## src/rtl/led_code_arbiter_if.sv

```systemverilog
// Request/LED bundle between the status sources and the LED code arbiter.
// The arbiter takes the slave side; whoever drives requests takes the master side.
interface led_code_arbiter_if #(
  parameter int NUM_REQ = 4,
  parameter int CODE_W  = 4
);
  localparam int ID_W = $clog2(NUM_REQ);

  logic [NUM_REQ-1:0]        req;
  logic [NUM_REQ*CODE_W-1:0] code;
  logic                      led;
  logic                      busy;
  logic [ID_W-1:0]           grant_id;
  logic                      done;

  modport master (output req, code, input led, busy, grant_id, done);
  modport slave  (input req, code, output led, busy, grant_id, done);
endinterface

```

## src/rtl/led_code_arbiter.sv

```systemverilog
// Round-robin arbiter that lends one status LED to one requester at a time and
// blinks its code as N on-pulses followed by a long gap.
module led_code_arbiter #(
  parameter int CLK_FREQ_KHz = 50000,
  parameter int NUM_REQ      = 4,
  parameter int CODE_W       = 4,
  parameter int ON_MS        = 200,
  parameter int OFF_MS       = 200,
  parameter int GAP_MS       = 1000
) (
  input  logic              clk,
  input  logic              rst,
  led_code_arbiter_if.slave bus
);
  localparam int ON_CYC  = ON_MS * CLK_FREQ_KHz;
  localparam int OFF_CYC = OFF_MS * CLK_FREQ_KHz;
  localparam int GAP_CYC = GAP_MS * CLK_FREQ_KHz;
  localparam int MAX_OG  = (ON_CYC > OFF_CYC) ? ON_CYC : OFF_CYC;
  localparam int MAX_CYC = (MAX_OG > GAP_CYC) ? MAX_OG : GAP_CYC;
  localparam int CNT_W   = (MAX_CYC > 1) ? $clog2(MAX_CYC) : 1;
  localparam int ID_W    = $clog2(NUM_REQ);

  typedef enum logic [1:0] {S_IDLE, S_ON, S_OFF, S_GAP} state_t;

  state_t              state_q, state_d;
  logic [CNT_W-1:0]    cnt_q, cnt_d;
  logic [CODE_W-1:0]   rem_q, rem_d;
  logic [ID_W-1:0]     grant_q, grant_d;
  logic                led_q, busy_q, done_q;
  logic                led_d, busy_d, done_d;

  logic [NUM_REQ-1:0]  elig;
  logic [CODE_W-1:0]   code_arr [NUM_REQ];
  logic                found;
  logic [ID_W-1:0]     pick, idx;
  logic [CODE_W-1:0]   pick_code;

  for (genvar i = 0; i < NUM_REQ; i++) begin : g_req
    assign code_arr[i] = bus.code[i*CODE_W +: CODE_W];
    assign elig[i]     = bus.req[i] && (code_arr[i] != '0);
  end

  // Circular search starting just after the previous grantee gives round-robin fairness.
  always_comb begin
    // NOTE: every combinational output gets a default first so no path can infer a latch.
    found     = 1'b0;
    pick      = grant_q;
    pick_code = '0;
    idx       = '0;
    for (int k = 1; k <= NUM_REQ; k++) begin
      idx = ID_W'((int'(grant_q) + k) % NUM_REQ);
      if (!found && elig[idx]) begin
        found     = 1'b1;
        pick      = idx;
        pick_code = code_arr[idx];
      end
    end
  end

  always_comb begin
    state_d = state_q;
    cnt_d   = cnt_q + CNT_W'(1);
    rem_d   = rem_q;
    grant_d = grant_q;
    unique case (state_q)
      S_IDLE: begin
        cnt_d = '0;
        if (found) begin
          state_d = S_ON;
          grant_d = pick;
          rem_d   = pick_code - CODE_W'(1);
        end
      end
      S_ON: begin
        if (cnt_q == CNT_W'(ON_CYC - 1)) begin
          cnt_d = '0;
          if (rem_q == '0) begin
            state_d = S_GAP;
          end else begin
            state_d = S_OFF;
            rem_d   = rem_q - CODE_W'(1);
          end
        end
      end
      S_OFF: begin
        if (cnt_q == CNT_W'(OFF_CYC - 1)) begin
          cnt_d   = '0;
          state_d = S_ON;
        end
      end
      S_GAP: begin
        if (cnt_q == CNT_W'(GAP_CYC - 1)) begin
          cnt_d   = '0;
          state_d = S_IDLE;
        end
      end
      default: begin
        cnt_d   = '0;
        state_d = S_IDLE;
      end
    endcase

    // Outputs are derived from the next state so they can be registered without lag.
    led_d  = (state_d == S_ON);
    busy_d = (state_d != S_IDLE);
    done_d = (state_d == S_GAP) && (cnt_d == CNT_W'(GAP_CYC - 1));
  end

  always_ff @(posedge clk or negedge rst) begin
    if (!rst) begin
      state_q <= S_IDLE;
      cnt_q   <= '0;
      rem_q   <= '0;
      grant_q <= ID_W'(NUM_REQ - 1);
      led_q   <= 1'b0;
      busy_q  <= 1'b0;
      done_q  <= 1'b0;
    end else begin
      // NOTE: non-blocking assignments keep all registers updating from pre-edge values.
      state_q <= state_d;
      cnt_q   <= cnt_d;
      rem_q   <= rem_d;
      grant_q <= grant_d;
      led_q   <= led_d;
      busy_q  <= busy_d;
      done_q  <= done_d;
    end
  end

  assign bus.led      = led_q;
  assign bus.busy     = busy_q;
  assign bus.done     = done_q;
  assign bus.grant_id = grant_q;
endmodule

```

## src/flat_wrapper.sv

```systemverilog
// flat-port wrapper written by rule: the top's interface ports become plain ports
module led_code_arbiter_flat 
#(
  parameter int CLK_FREQ_KHz = 50000,
  parameter int NUM_REQ      = 4,
  parameter int CODE_W       = 4,
  parameter int ON_MS        = 200,
  parameter int OFF_MS       = 200,
  parameter int GAP_MS       = 1000
)
  (clk, rst, bus_req, bus_code, bus_led, bus_busy, bus_grant_id, bus_done);
  led_code_arbiter_if #(.NUM_REQ(NUM_REQ), .CODE_W(CODE_W)) bus_i ();
  input  logic clk;
  input  logic rst;
  input wire logic [$bits(bus_i.req)-1:0] bus_req;
  input wire logic [$bits(bus_i.code)-1:0] bus_code;
  output wire logic [$bits(bus_i.led)-1:0] bus_led;
  output wire logic [$bits(bus_i.busy)-1:0] bus_busy;
  output wire logic [$bits(bus_i.grant_id)-1:0] bus_grant_id;
  output wire logic [$bits(bus_i.done)-1:0] bus_done;
  assign bus_i.req = bus_req;
  assign bus_i.code = bus_code;
  assign bus_led = bus_i.led;
  assign bus_busy = bus_i.busy;
  assign bus_grant_id = bus_i.grant_id;
  assign bus_done = bus_i.done;
  led_code_arbiter #(.CLK_FREQ_KHz(CLK_FREQ_KHz), .NUM_REQ(NUM_REQ), .CODE_W(CODE_W), .ON_MS(ON_MS), .OFF_MS(OFF_MS), .GAP_MS(GAP_MS)) u_core (.clk(clk), .rst(rst), .bus(bus_i));
endmodule
```

## config.mk

```make
export PLATFORM = sky130hd
export DESIGN_NAME = led_code_arbiter_flat
export DESIGN_NICKNAME = d
export VERILOG_FILES = /design/src/rtl/led_code_arbiter_if.sv /design/src/rtl/led_code_arbiter.sv /design/src/flat_wrapper.sv
export SDC_FILE = /design/constraint.sdc
export NUM_CORES = 1
export LEC_CHECK = 0
export ABC_AREA = 1
export ABC_CLOCK_PERIOD_IN_PS = 3100
export CORE_MARGIN = 3
export CORE_UTILIZATION = 59
export DETAILED_ROUTE_END_ITERATION = 10
export GPL_TIMING_DRIVEN = 0
export HOLD_SLACK_MARGIN = 0.05
export PLACE_DENSITY = 0.81
export SLEW_MARGIN = 20
export SYNTH_ARGS = -nofsm -noshare
export SYNTH_HDL_FRONTEND = slang
export SYNTH_SLANG_ARGS = --single-unit
```

## constraint.sdc

```tcl
create_clock -name clk -period 3.1 [get_ports clk]
set_clock_uncertainty 0.2 [all_clocks]
set_input_delay 0.465 -clock clk [delete_from_list [all_inputs] [get_ports clk]]
set_output_delay 0.465 -clock clk [all_outputs]
set_load 0.1 [all_outputs]
```

==> impl_metrics.env, run 1 <==
export IMPL_areaGrowthSynthToFinish_pct=16.07
export IMPL_cts_sinks=37
export IMPL_vias=3295
export IMPL_critical_path_endpoint="bus_grant_id[1]"
export IMPL_synthArstFlopShare_pct=100.0
export IMPL_path_clk_slew_ns=0.07
export IMPL_core_area_um2=5172
export IMPL_r2r_end="u_core.rem_q[2]"
export IMPL_nFillCells=442
export IMPL_period_minus_slack_ns=2.738
export IMPL_max_slew_margin_pct=35.60
export IMPL_numCtsBuffers=5
export IMPL_grt_max_degree=25
export IMPL_tns_ns=0
export IMPL_r2r_start="u_core.bus.grant_id[1]"
export IMPL_multiInputGateArea_um2=1952
export IMPL_cts_root_buf="clkbuf_8"
export IMPL_setup_viol=0
export IMPL_synthesis_area_um2=3199
export IMPL_p_sw_w=0.0002502
export IMPL_ys_seq_area_share_pct=29.02
export IMPL_cts_max_level=2
export IMPL_holdBufCountCts=1
export IMPL_antennaDiodeCount=0
export IMPL_cts_resized_gates=0
export IMPL_dr_pass1_iters=5
export IMPL_hp_start="u_core.rem_q[2]"
export IMPL_clock_path_buffers=2
export IMPL_crit_family="buffers and inverters"
export IMPL_intPower_w=0.0008575
export IMPL_worstSetupPathType="reg -> out"
export IMPL_cp_startpoint="u_core.bus.grant_id[1]"
export IMPL_worstPathMaxFanout=6
export IMPL_avgSynthCellArea_um2=6.489
export IMPL_power_total_w=0.001108
export IMPL_r2r_cells=15
export IMPL_grt_antenna_before_repair=0
export IMPL_slowest_stage="clkdlybuf4s50_1"
export IMPL_seqCellArea_um2=928.4
export IMPL_ff2ff_setup_slack_ns=0.47
export IMPL_yosysWarnings=0
export IMPL_drive_above_1_share_pct=9.263
export IMPL_p_clk_share_pct=45.1
export IMPL_die_w_um=79.64
export IMPL_cts_tree="done"
export IMPL_rows=26
export IMPL_vias_per_cell=5.501
export IMPL_path_buf_inv=1
export IMPL_initialDrtViolationCount=283
export IMPL_startpoint_type="register"
export IMPL_wl_per_cell_um=13.44
export IMPL_drc=0
export IMPL_seq_power_share_pct=43.5
export IMPL_synthFlopType="dfrtp_1"
export IMPL_final_common_cell="nand2_1"
export IMPL_cp_required_ns=2.43
export IMPL_nets=557
export IMPL_grt_pass1_wl_mm=13.58
export IMPL_gp_congestion=0.9203
export IMPL_portBuffers=26
export IMPL_p_leak_nw=1.850
export IMPL_rsz0062_at_grt="false"
export IMPL_path_depth=1
export IMPL_worst_pin_slew_ns=0.9631
export IMPL_drv_slew=0
export IMPL_synth_seq_cells=37
export IMPL_finalCritPeriodShare_pct=88.32
export IMPL_grt_pass1_vias=2967
export IMPL_swShare_pct=22.59
export IMPL_hold_path_class="reg -> reg"
export IMPL_slowest_delay_ns=1.16
export IMPL_clock_latency_ns=0.30
export IMPL_power_density_nw_per_um2=298.3
export IMPL_dieHeight_um=79.64
export IMPL_endpoint_kind="output pin"
export IMPL_grt_use_total_pct=26.98
export IMPL_post_cts_buffers=0
export IMPL_hold_violations=0
export IMPL_final_cell_mix="nand2_1 (144), nor2_1 (62), inv_1 (59)"
export IMPL_wl_mm=8.049
export IMPL_die_area_um2=6343
export IMPL_synth_cell_types=40
export IMPL_critical_path_cell_chain="clkdlybuf4s50_1"
export IMPL_critPathArrivalTime_ns=2.07
export IMPL_hpwlAfterDp_mm=6.435
export IMPL_max_freq_ghz=0.3652
export IMPL_ant_nets=0
export IMPL_p_comb_share_pct=11.3
export IMPL_status="finished, final reports clean"
export IMPL_synth_nets=522
export IMPL_synth_edf_count=0
export IMPL_peakVddDrop_uv=308.2
export IMPL_postSynthCellCount=493
export IMPL_io_pins=27
export IMPL_maxCapViolCount=0
export IMPL_start_util_pct=61.85
export IMPL_whs_ns=0.3169
export IMPL_grt_remaining_overflow=0
cell usage after synthesis (all sizes together) (3+ instances only):
cell / count / area share (%)
nor3: 15 / 2.9
o21ai: 33 / 5.2
xnor2: 4 / 1.3
nand3b: 3 / 1.1
nor4: 5 / 1.2
dfrtp: 35 / 27
inv: 65 / 7.6
buf: 9 / 2.1
nand3: 50 / 9.2
ha: 7 / 2.7
nor2: 67 / 8.6
nand4: 18 / 3.5
nand2: 148 / 18
a21oi: 5 / 0.78
xor2: 15 / 4.1
power groups by stage:
stage / logic [W] / registers [W] / clock network (W)
2_1_floorplan: 0.0000653 / 0.000492 / 0
3_3_place_gp: 0.000118 / 0.000492 / 0
4_1_cts: 0.000125 / 0.000482 / 0.000506
6_report: 0.000125 / 0.000482 / 0.000500
3_5_place_dp: 0.000123 / 0.000492 / 0
5_1_grt: 0.000141 / 0.000482 / 0.000519
cell families after synthesis:
family	after synthesis	synth area share, %
DFF	37	29.02
muxes	1	0.3129
AOI/OAI and AO/OA	45	7.704
and+or+nand+nor	308	44.82
buffers and inverters	76	9.972
adders and majority gates	7	2.737
xor gates and xnor gates	19	5.436
state kept, by name, indices dropped and copies added (netlist names):
| register | count |
|---|---|
| u_core.bus.busy | 1 |
| u_core.state_q | 2 |
| u_core.bus.grant_id | 2 |
| u_core.cnt_q | 26 |
| u_core.rem_q | 4 |
| u_core.bus.led | 1 |
| u_core.bus.done | 1 |
metal layers:
layer  wire, um  vias to the layer above  global-route usage (%)
met2       3384                      144                   39.57
li1           -                     1659                       -
met4        118                        0                   7.045
met3        641                       16                   3.499
met1       3905                     1476                   41.42
met5          0                        -                       0
cell type report:
type,instances,area share [%]
Multi-Input combinational cell,380,52.56
Sequential cell,37,25.00
Timing Repair Buffer,28,7.884
Inverter,65,6.570
Tap cell,70,2.358
Buffer,11,2.022
Clock buffer,5,1.853
Clock inverter,3,1.752
metrics by stage:
step	area [um2]	util (%)	std cells	setup WS [ns]
after floorplan	3199	-	493	0.3953
after global placement	3547	68.58	589	0.1642
after detailed placement	3570	69.01	590	0.1342
after CTS	3714	71.79	599	0.3608
after global routing	3714	71.79	599	0.1567
final	3714	71.79	599	0.3621
worst min path at each step:
| stage | endpoint | slack, ns | cells after the start |
|---|---|---|---|
| 3_3_place_gp | u_core.rem_q[3] | 0.29 | 2 |
| 3_5_place_dp | u_core.bus.done | 0.20 | 1 |
| 5_1_grt | u_core.rem_q[3] | 0.34 | 2 |
| 4_1_cts | u_core.rem_q[3] | 0.32 | 2 |
| 6_report | u_core.rem_q[2] | 0.32 | 2 |
| 2_1_floorplan | u_core.bus.busy | -0.03 | 0 |
(Power assumes the default switching activity.)
==> inputs of run 2 (changes only) <==
--- a/config.mk
+++ b/config.mk
@@ -7,12 +7,14 @@
 export LEC_CHECK = 0
 export ABC_AREA = 1
 export ABC_CLOCK_PERIOD_IN_PS = 3100
+export CAP_MARGIN = 20
 export CORE_MARGIN = 3
 export CORE_UTILIZATION = 59
 export DETAILED_ROUTE_END_ITERATION = 10
 export GPL_TIMING_DRIVEN = 0
 export HOLD_SLACK_MARGIN = 0.05
 export PLACE_DENSITY = 0.81
+export SKIP_LAST_GASP = 1
 export SLEW_MARGIN = 20
 export SYNTH_ARGS = -nofsm -noshare
 export SYNTH_HDL_FRONTEND = slang
==> results of run 2 <==
Same layout as run 1: the final DEF is identical, and so are final timing and power.
